**src/rtl/pulse_evt_pkg.sv**
```systemverilog
// pulse_evt_pkg
//  Shared definitions for the pulse event counter slice: FSM state encoding
//  and the default configuration values used by pulse_event_counter.
package pulse_evt_pkg;

    localparam int unsigned CNT_W_DEF  = 8;
    localparam int unsigned WINDOW_DEF = 16;

    typedef enum logic [0:0] {
        IDLE  = 1'b0,
        COUNT = 1'b1
    } state_t;

endpackage : pulse_evt_pkg

```
**src/rtl/pulse_win_timer.sv**
```systemverilog
// pulse_win_timer
//  Window timer for pulse_event_counter. Counts clk_slow cycles while run is
//  high and wraps to 0 after reaching WINDOW-1, so consecutive windows abut.
// Ports
//  clk_slow  in   1  clock
//  rst_n     in   1  asynchronous active-low reset
//  clr       in   1  synchronous clear to 0 (dominates run)
//  run       in   1  advance the timer this cycle
//  last      out  1  timer is at WINDOW-1 (final cycle of the window)
module pulse_win_timer #(
    parameter int unsigned WINDOW = 16,
    parameter int unsigned WIN_W  = $clog2(WINDOW)
) (
    input  logic clk_slow,
    input  logic rst_n,
    input  logic clr,
    input  logic run,
    output logic last
);

    localparam logic [WIN_W-1:0] LAST_VAL = WIN_W'(WINDOW - 1);

    logic [WIN_W-1:0] r_timer;
    logic [WIN_W-1:0] w_timer_nxt;

    // Next timer value: clear, hold, increment or wrap at the window end
    always_comb begin
        w_timer_nxt = r_timer;
        if (clr) begin
            w_timer_nxt = '0;
        end else if (run) begin
            if (r_timer == LAST_VAL) begin
                w_timer_nxt = '0;
            end else begin
                w_timer_nxt = r_timer + WIN_W'(1);
            end
        end
    end

    // Timer register
    always_ff @(posedge clk_slow or negedge rst_n) begin
        if (!rst_n) begin
            r_timer <= '0;
        end else begin
            r_timer <= w_timer_nxt;
        end
    end

    assign last = (r_timer == LAST_VAL);

endmodule : pulse_win_timer

```
**src/rtl/pulse_event_counter.sv**
```systemverilog
// pulse_event_counter
//  Slow-domain consumer of single-cycle pulses. Counts pulses over fixed
//  windows of WINDOW clk_slow cycles with a saturating CNT_W-bit accumulator
//  and presents each window's count through a valid/ready handshake. A sticky
//  overrun flag records a result overwritten before it was accepted.
//  Optional feature macro: PULSE_EVT_THRESH_EN adds a threshold compare
//  (thresh in, thresh_hit out) registered alongside cnt_out.
// Ports
//  clk_slow     in   1      sole clock, posedge
//  rst_n        in   1      asynchronous active-low reset
//  en           in   1      counting enable; dropping it discards the partial window
//  pulse_in     in   1      single-cycle event pulse
//  cnt_out      out  CNT_W  count of the last completed window
//  cnt_valid    out  1      cnt_out holds an unconsumed result
//  cnt_ready    in   1      consumer accepts cnt_out when cnt_valid & cnt_ready
//  overrun      out  1      sticky: a result was overwritten before acceptance
//  overrun_clr  in   1      synchronous clear of overrun (a same-cycle set wins)
//  thresh       in   CNT_W  [PULSE_EVT_THRESH_EN] threshold for thresh_hit
//  thresh_hit   out  1      [PULSE_EVT_THRESH_EN] loaded result >= thresh
module pulse_event_counter
    import pulse_evt_pkg::*;
#(
    parameter int unsigned CNT_W  = CNT_W_DEF,
    parameter int unsigned WINDOW = WINDOW_DEF,
    parameter int unsigned WIN_W  = $clog2(WINDOW)
) (
    input  logic             clk_slow,
    input  logic             rst_n,
    input  logic             en,
    input  logic             pulse_in,
    output logic [CNT_W-1:0] cnt_out,
    output logic             cnt_valid,
    input  logic             cnt_ready,
    output logic             overrun,
    input  logic             overrun_clr
`ifdef PULSE_EVT_THRESH_EN
    ,
    input  logic [CNT_W-1:0] thresh,
    output logic             thresh_hit
`endif
);

    localparam int unsigned SUM_W = CNT_W + 1;

    state_t           r_state;
    state_t           w_state_nxt;
    logic [CNT_W-1:0] r_acc;
    logic [CNT_W-1:0] w_acc_nxt;
    logic [CNT_W-1:0] r_cnt_out;
    logic [CNT_W-1:0] w_cnt_out_nxt;
    logic             r_cnt_valid;
    logic             w_cnt_valid_nxt;
    logic             r_overrun;
    logic             w_overrun_nxt;

    logic             w_tmr_clr;
    logic             w_tmr_run;
    logic             w_last;
    logic             w_close;
    logic             w_accept;
    logic [SUM_W-1:0] w_sum;
    logic [CNT_W-1:0] w_sat;

    // Window timer
    pulse_win_timer #(
        .WINDOW (WINDOW),
        .WIN_W  (WIN_W)
    ) u_timer (
        .clk_slow (clk_slow),
        .rst_n    (rst_n),
        .clr      (w_tmr_clr),
        .run      (w_tmr_run),
        .last     (w_last)
    );

    // Saturating accumulate; also the window result when the window closes,
    // so a pulse in the final cycle lands in the closing window.
    assign w_sum = {1'b0, r_acc} + SUM_W'(pulse_in);
    assign w_sat = w_sum[CNT_W] ? {CNT_W{1'b1}} : w_sum[CNT_W-1:0];

    assign w_accept = r_cnt_valid & cnt_ready;

    // Next-state, accumulator, timer control and output-register next values
    always_comb begin
        w_state_nxt     = r_state;
        w_tmr_clr       = 1'b1;
        w_tmr_run       = 1'b0;
        w_acc_nxt       = '0;
        w_close         = 1'b0;
        w_cnt_out_nxt   = r_cnt_out;
        w_cnt_valid_nxt = r_cnt_valid;
        w_overrun_nxt   = r_overrun;

        case (r_state)
            IDLE: begin
                // Transition cycle: pulse_in is not counted
                if (en) begin
                    w_state_nxt = COUNT;
                end
            end
            COUNT: begin
                if (!en) begin
                    // Partial window discarded; acc and timer clear
                    w_state_nxt = IDLE;
                end else begin
                    w_tmr_clr = 1'b0;
                    w_tmr_run = 1'b1;
                    if (w_last) begin
                        w_close = 1'b1;
                    end else begin
                        w_acc_nxt = w_sat;
                    end
                end
            end
            default: begin
                w_state_nxt = IDLE;
            end
        endcase

        // A closing window always loads, even over an unaccepted result
        if (w_close) begin
            w_cnt_out_nxt   = w_sat;
            w_cnt_valid_nxt = 1'b1;
        end else if (w_accept) begin
            w_cnt_valid_nxt = 1'b0;
        end

        // Lost result sets overrun; a set beats a same-cycle clear
        if (w_close && r_cnt_valid && !cnt_ready) begin
            w_overrun_nxt = 1'b1;
        end else if (overrun_clr) begin
            w_overrun_nxt = 1'b0;
        end
    end

    // State, accumulator and output registers
    always_ff @(posedge clk_slow or negedge rst_n) begin
        if (!rst_n) begin
            r_state     <= IDLE;
            r_acc       <= '0;
            r_cnt_out   <= '0;
            r_cnt_valid <= 1'b0;
            r_overrun   <= 1'b0;
        end else begin
            r_state     <= w_state_nxt;
            r_acc       <= w_acc_nxt;
            r_cnt_out   <= w_cnt_out_nxt;
            r_cnt_valid <= w_cnt_valid_nxt;
            r_overrun   <= w_overrun_nxt;
        end
    end

    assign cnt_out   = r_cnt_out;
    assign cnt_valid = r_cnt_valid;
    assign overrun   = r_overrun;

`ifdef PULSE_EVT_THRESH_EN
    logic r_thresh_hit;

    // Threshold flag loads with cnt_out and is held with it
    always_ff @(posedge clk_slow or negedge rst_n) begin
        if (!rst_n) begin
            r_thresh_hit <= 1'b0;
        end else if (w_close) begin
            r_thresh_hit <= (w_sat >= thresh);
        end
    end

    assign thresh_hit = r_thresh_hit;
`endif

endmodule : pulse_event_counter

```
**config.mk**
```make
export PLATFORM = sky130hd
export DESIGN_NAME = pulse_event_counter
export DESIGN_NICKNAME = d
export VERILOG_FILES = /design/src/rtl/pulse_evt_pkg.sv /design/src/rtl/pulse_win_timer.sv /design/src/rtl/pulse_event_counter.sv
export SDC_FILE = /design/constraint.sdc
export NUM_CORES = 1
export LEC_CHECK = 0
export CAP_MARGIN = 20
export CORE_MARGIN = 4
export CORE_UTILIZATION = 44
export CTS_CLUSTER_DIAMETER = 80
export CTS_CLUSTER_SIZE = 40
export DETAILED_ROUTE_END_ITERATION = 16
export PLACE_DENSITY = 0.68
export SLEW_MARGIN = 40
export SYNTH_ARGS = -nofsm -noshare
export SYNTH_HDL_FRONTEND = slang
export SYNTH_SLANG_ARGS = --single-unit
```
**constraint.sdc**
```tcl
create_clock -name clk_slow -period 2.08 [get_ports clk_slow]
set_input_delay 0.208 -clock clk_slow [delete_from_list [all_inputs] [get_ports clk_slow]]
set_output_delay 0.208 -clock clk_slow [all_outputs]
set_load 0.05 [all_outputs]
```
* After elaboration in Yosys (flattened, before gate mapping)
Index checks and enable logic that the tools add are counted.
** Cells by class
- Add/subtract/negate cells :: 2
- Bitwise logic cells :: 1
- Multiplexer cells :: 18
- Equality and inequality tests :: 1
- Reductions and logical operators :: 6
** Operators with widths (count)
- $mux 8 :: 4
- $mux 4 :: 3
- $mux 1 :: 11
- $add 8x1->9 :: 1
- $reduce_bool 2->1 :: 3
- $add 4x1->4 const B :: 1
- $eq 4x4->1 const B :: 1
- $logic_and 1x1->1 :: 2
- $and 1x1->1 :: 1
- $logic_not 1->1 :: 1
** Word-level totals
- Logic and storage cells :: 34
- Flip-flop bits (word level) :: 23
- Input bits :: 6
- Output and inout port bits :: 10

* Depth between registers and ports, before layout
Gate-level depths: netlist of the first run.
- Word-level depth :: 7
- Mapped depth :: 6
- Depth with buffers taken out :: 5

* Hierarchy
A second synthesis of the first run with hierarchy kept.
** Second synthesis, totals
- Cells, all modules :: 102
- Area, all modules :: 1061.0 sq um
** By module, submodules not included
- pulse_event_counter :: cells an instance 82, area each 854.6 sq um, seq. area each 475.5 sq um, times used 1
- pulse_win_timer :: cells an instance 20, area each 206.4 sq um, seq. area each 100.1 sq um, times used 1

* Least setup slack after synthesis of the first run
OpenSTA, ideal clock, no wires.
- Kind :: register to register
- From :: register r_acc[0]
- To :: register r_cnt_out[5] (netlist: cnt_out[5])
- Path slack :: 0.568 ns
- Data arrival time :: 1.377 ns
- Clock period less this slack :: 1.512 ns
- Buffers on the path :: 1
- Library setup time :: 0.135 ns
- Data required time :: 1.945 ns
- Cell stages (with the launch flop) :: 7
- Path through :: dfrtp_1 ha_1 ha_1 and3_1 buf_2 a32oi_1 a31oi_1
** On the way
- Word-level cells in the longest chain between the ends :: 2
** RTL lines
- start, declared :: line pulse_event_counter.sv:47 : logic [CNT_W-1:0] r_acc;
- start signal, assigned :: line pulse_event_counter.sv:146 : r_acc <= w_acc_nxt;
- $add 8x1->9 :: line pulse_event_counter.sv:78 : assign w_sum = {1'b0, r_acc} + SUM_W'(pulse_in);
- $mux 8 :: line pulse_event_counter.sv:79 : assign w_sat = w_sum[CNT_W] ? {CNT_W{1'b1}} : w_sum[CNT_W-1:0];
- end signal, assigned :: line pulse_event_counter.sv:147 : r_cnt_out <= w_cnt_out_nxt;
- end, declared :: line pulse_event_counter.sv:49 : logic [CNT_W-1:0] r_cnt_out;
No other way between the ends.
A chain may end at the register's enable or synchronous reset.

* Final worst setup path of the first run
- From :: register r_cnt_out[3] (netlist: cnt_out[3])
- To :: output port cnt_out[3]
** RTL lines
- end, declared :: line pulse_event_counter.sv:31 : output logic [CNT_W-1:0] cnt_out,
No word-level cell between the ends.

==> results of run 1 <==
==> sequential cells by signal (all words and copies together), names as in the netlist <==
name,flops
cnt_out,8
cnt_valid,1
overrun,1
r_acc,8
r_state,1
u_timer.r_timer,4
==> path summary, 6_finish.rpt <==
kind | from | end | slack [ns] | cells past startpoint
worst min-delay path | rst_n | u_timer.r_timer[2] | 0.24 | 2
max in group asynchronous | rst_n | r_acc[3] | 1.62 | 2
worst max register to register | r_acc[0] | cnt_out[3] | 0.39 | 5
worst max-delay path | cnt_out[3] | cnt_out[3] | 0.39 | 1
min in group clk_slow | en | r_state | 0.44 | 1
worst min register to register | u_timer.r_timer[0] | u_timer.r_timer[0] | 0.48 | 1
==> cells by family (layout without fill, tap and decap cells) <==
family | after synthesis | after routing | share of synthesized area, %
AOI/OAI and AO/OA | 28 | 28 | 17.55
and+or+nand+nor | 28 | 28 | 15.33
DFF | 23 | 23 | 56.86
buffers and inverters | 9 | 26 | 3.956
adders and majority gates | 3 | 3 | 3.709
xor gates and xnor gates | 3 | 3 | 2.596
==> final cells by class <==
cell class | count | area share [%]
inverters | 4 | 1.230
clock buffers | 4 | 2.152
well taps | 28 | 2.869
repair buffers | 18 | 14.14
multi-input cells | 62 | 32.48
flip-flops and latches | 23 | 47.13
==> through the flow <==
step	total power (W)	cells	worst slack (ns)
3_3_place_gp	0.0004994	135	0.2124
3_5_place_dp	0.0005003	135	0.1675
6_report	0.0006873	139	0.3856
2_1_floorplan	0.0004732	94	0.5680
4_1_cts	0.0006987	139	0.3808
5_1_grt	0.0007228	139	0.2561
==> cell usage in the layout, fill, tap and decap left out, types with 2 or more instances in the layout <==
cell	synthesis	layout
and3_1	2	2
buf_4	1	3
dfrtp_1	23	23
nor2_1	9	9
and4_1	2	2
nand3_2	2	2
xor2_1	2	2
o21ai_0	12	12
nand2_1	2	2
clkdlybuf4s50_1	0	15
ha_1	3	3
a21oi_1	4	4
nand3_1	3	3
nor3_1	4	4
inv_1	4	4
clkbuf_4	0	3
o31ai_1	3	3
a31oi_1	3	3
==> per-layer routing <==
layer | wire length, µm | track usage, %
met2 | 991 | 24.71
met5 | 0 | 0
met1 | 932 | 18.34
met3 | 97 | 3.248
met4 | 16 | 6.102
==> power groups by stage <==
stage          Sequential [W]  Combinational (W)  Clock [W]
2_1_floorplan        0.000462          0.0000113          0
3_3_place_gp         0.000462          0.0000371          0
3_5_place_dp         0.000463          0.0000376          0
4_1_cts              0.000454          0.0000378   0.000207
5_1_grt              0.000455          0.0000417   0.000226
6_report             0.000454          0.0000365   0.000197
==> impl_metrics.ini, run 1 <==
[floorplan]
core_mm2 = 0.002191
dieArea_mm2 = 0.003132
die_width_um = 55.97
num_rows = 17
die_height_um = 55.97
ios = 16
initial_core_util_pct = 46.20

[logic_synthesis]
syn-cell-area_mm2 = 0.001012
yosysMostFrequentCell = dfrtp_1
synth-edff-count = 0
synth_seq_cells = 23
async_reset_ff_share_pct = 100.0
synthFlopType = dfrtp_1
synth_area_leaders = dfrtp_1, o21ai_0, ha_1, nor2_1, o31ai_1
postSynthAreaPerCell_um2 = 10.77
yosysSeqAreaShare_pct = 56.86
synth_top_area_cell = dfrtp_1
yosysWarnings = 0
synth_top_cell_area_share_pct = 56.86
syn_nets = 103
yosysUniqueCellTypes = 29
ys_top_cells_by_count = dfrtp_1, o21ai_0, nor2_1
syn_inst = 94

[place]
placed_area_mm2 = 0.001195
port_buffers = 15
hpwlAfterDp_um = 1458
globalplace.congestion = 0.8036

[cells_and_area]
antenna_cells = 0
fin_util_pct = 55.74
nets = 121
multi_input_area_um2 = 396.6
area_delta_synth_final_pct = 20.64
final_layout_size_suffix_gt1_share_pct = 9.910
register_area_um2 = 575.6
fillers = 189
stdcell_area_mm2 = 0.001221

[power_and_ir_drop]
peakVddDrop_mv = 0.3063
swShare_pct = 21.27
total_leakage_power_nw = 0.5247
power_density_mw_per_mm2 = 562.8
pwr-share-comb_pct = 5.3
p_int_w = 0.0005412
p_clk_share_pct = 28.6
pwr-share-seq_pct = 66.1
p_sw_w = 0.0001462

[timing]
fmax_ghz = 0.5902
fin_crit_ns = 1.694
tns_ns = 0
hold_viol = 0
min_period_over_period_pct = 81.46
skew_ns = 0.003617
fin_hold_ws_ns = 0.2414
setup_viol = 0
worst_pin_slew_ns = 0.5101
rsz0062_at_grt = no
slew_headroom_pct = 65.89
slew_viol_final = 0

[critical_path]
critPathMaxFanout = 2
cp-end-kind = output port
required_ns = 1.87
crit_path_cell_trace = clkdlybuf4s50_1
cp.arrival_ns = 1.49
critPathLaunchType = flop
crit_type = reg -> out
path_buf_inv = 1
slowest_stage = clkdlybuf4s50_1
cp_top_family = buffers and inverters
critPathMaxStageDelay_ns = 0.81

[detailed_routing]
vias_per_cell = 5.475
ant_nets = 0
drc_errors = 0
drt-total-wl_um = 2036
vias = 761
drt_first_iter_violations = 14
wl_per_cell_um = 14.65
dr.pass1.iters = 4

[status]
outcome = finished clean

[global_route]
grtUsageTotal_pct = 14.78
overflow = 0
antenna_found_initial = 0
grt_max_degree = 24
grt_first_pass_wirelength_um = 3663
grt_pass1_vias = 798

[clock_network]
cts_root_buf = clkbuf_4
cts_made_buffers = 3
post_cts_buffers = 0
cts.path.max_buffers = 2
htree_levels = 1
tritoncts = yes
clkLatencyLatePin_ns = 0.30
clock_sinks = 23
clkTransAtPathRegs_ns = 0.12
cts_hold_buf = 0
cts_resized = 0

[job]
drv_cap = 0

[worst_hold_path]
hold_path.class = in -> async
Power figures use the tool's default switching activity.
==> run 2, diff against run 1 <==
Clock period 2.08 ns to 1.72 ns, I/O delays scaled along.
==> impl_metrics.ini, run 2 (synthesis results as in run 1) <==
[status]
outcome = finished clean

[critical_path]
path_depth = 1
r2r.worst_path.cells = 5
startpoint = cnt_out[1]
cp-end-kind = output port
r2r-end = cnt_out[3]
required_ns = 1.55
cp_top_family = buffers and inverters
critPathLaunchType = flop
r2r-start = r_acc[0]
cp-endpoint = cnt_out[1]
ff2ff_setup_slack_ns = 0.09
critPathMaxStageDelay_ns = 0.81
crit_path_cell_trace = clkdlybuf4s50_1
cp.arrival_ns = 1.48
critPathMaxFanout = 2
path_buf_inv = 1
slowest_stage = clkdlybuf4s50_1
crit_type = reg -> out

[timing]
min_period_over_period_pct = 96.01
tns_ns = 0
layout_setup_ws_ns = 0.06854
fmax_ghz = 0.6055
slew_viol_final = 0
rsz0062_at_grt = no
skew_ns = 0.005632
setup_viol = 0
fin_crit_ns = 1.651
worst_pin_slew_ns = 0.5070
hold_viol = 0
slew_headroom_pct = 66.09

[clock_network]
cts.path.max_buffers = 2
cts_root_buf = clkbuf_4
tritoncts = yes
htree_levels = 1
cts_hold_buf = 0
cts_made_buffers = 3
clock_sinks = 23
clkLatencyLatePin_ns = 0.30
clkTransAtPathRegs_ns = 0.12
post_cts_buffers = 0

[cells_and_area]
nets = 123
antenna_cells = 0
layout.cells.most_common = dfrtp_1
final_layout_size_suffix_gt1_share_pct = 12.39
area_delta_synth_final_pct = 22.37
final_cell_mix = dfrtp_1, clkdlybuf4s50_1, o21ai_0

[detailed_routing]
ant_nets = 0
drc_errors = 0
wl_per_cell_um = 14.31
drt-total-wl_um = 2018
dr.pass1.iters = 4
vias_per_cell = 5.355
drt_first_iter_violations = 12
vias = 755

[floorplan]
ios = 16
num_rows = 17
core_mm2 = 0.002191
dieArea_mm2 = 0.003132
die_width_um = 55.97
initial_core_util_pct = 46.20
die_height_um = 55.97

[global_route]
overflow = 0
grt_max_degree = 24
grt_pass1_vias = 765
antenna_found_initial = 0
grtUsageTotal_pct = 14.20
grt_first_pass_wirelength_um = 3491

[place]
port_buffers = 15
dp_slack_ns = -0.1361
hpwlAfterDp_um = 1480
globalplace.congestion = 0.8055

[power_and_ir_drop]
total_leakage_power_nw = 0.5372
peakVddDrop_mv = 0.5906
power_density_mw_per_mm2 = 671.7

[job]
drv_cap = 0

[worst_hold_path]
hold_path.class = in -> async
## run 2: cell types whose count changed in the layout (fill, tap and decap cells not counted)
cell,previous run,this run
buf_4,3,5
or2_1,1,0
or2_4,0,1
## run 2: metrics by stage
stage	std cells	power, W	utilization, %	hold slack [ns]	cell area [µm²]
global route	141	0.0008686	56.54	0.2191	1239
finish	141	0.0008320	56.54	0.2066	1239
floorplan	94	0.0005723	-	-0.1236	1012
global placement	137	0.0006039	55.23	0.4480	1210
detailed placement	137	0.0006044	55.23	0.4721	1210
CTS	141	0.0008419	56.42	0.2058	1236
## run 2: repair_timing
action,in CTS,in global routing
endpoints found under the hold margin,0,0
resized for setup,0,1
setup endpoints to repair,0,2
## run 2: metal layers
layer	global-route usage, %	wire length [µm]	up-vias
met5	0	0	-
met4	3.051	17	0
met3	5.568	131	2
met2	23.54	969	23
met1	17.48	900	355
li1	-	-	375
## run 2: final cells by class
class / instances / area (µm²)
timing repair buffer: 20 / 187.7
fill: 202 / 952.2
multi-input combinational: 62 / 399.1
clock buffer: 4 / 26.28
sequential: 23 / 575.6
inverter: 4 / 15.01
tap: 28 / 35.03
## run 2: power by group
| part | total, W | switching, W | leakage (nW) | internal (W) |
|---|---|---|---|---|
| Sequential | 0.000549 | 0.00000353 | 0.317 | 0.000545 |
| Clock | 0.000238 | 0.000148 | 0.0150 | 0.0000905 |
| Combinational | 0.0000448 | 0.0000255 | 0.205 | 0.0000193 |
| Total | 0.000832 | 0.000177 | 0.537 | 0.000655 |
## run 2: worst min-delay path by stage
stage                        from                 end  slack (ns)
2_1_floorplan               rst_n          cnt_out[0]       -0.12
3_3_place_gp   u_timer.r_timer[0]  u_timer.r_timer[0]        0.45
3_5_place_dp   u_timer.r_timer[0]  u_timer.r_timer[0]        0.47
4_1_cts                     rst_n  u_timer.r_timer[1]        0.21
5_1_grt                     rst_n  u_timer.r_timer[1]        0.22
6_report                    rst_n  u_timer.r_timer[1]        0.21
==> run 3, diff against run 2 <==
Settings changed: CAP_MARGIN 20 to unset.
==> results of run 3 <==
Final layout, timing and power as in run 2 (identical DEF).
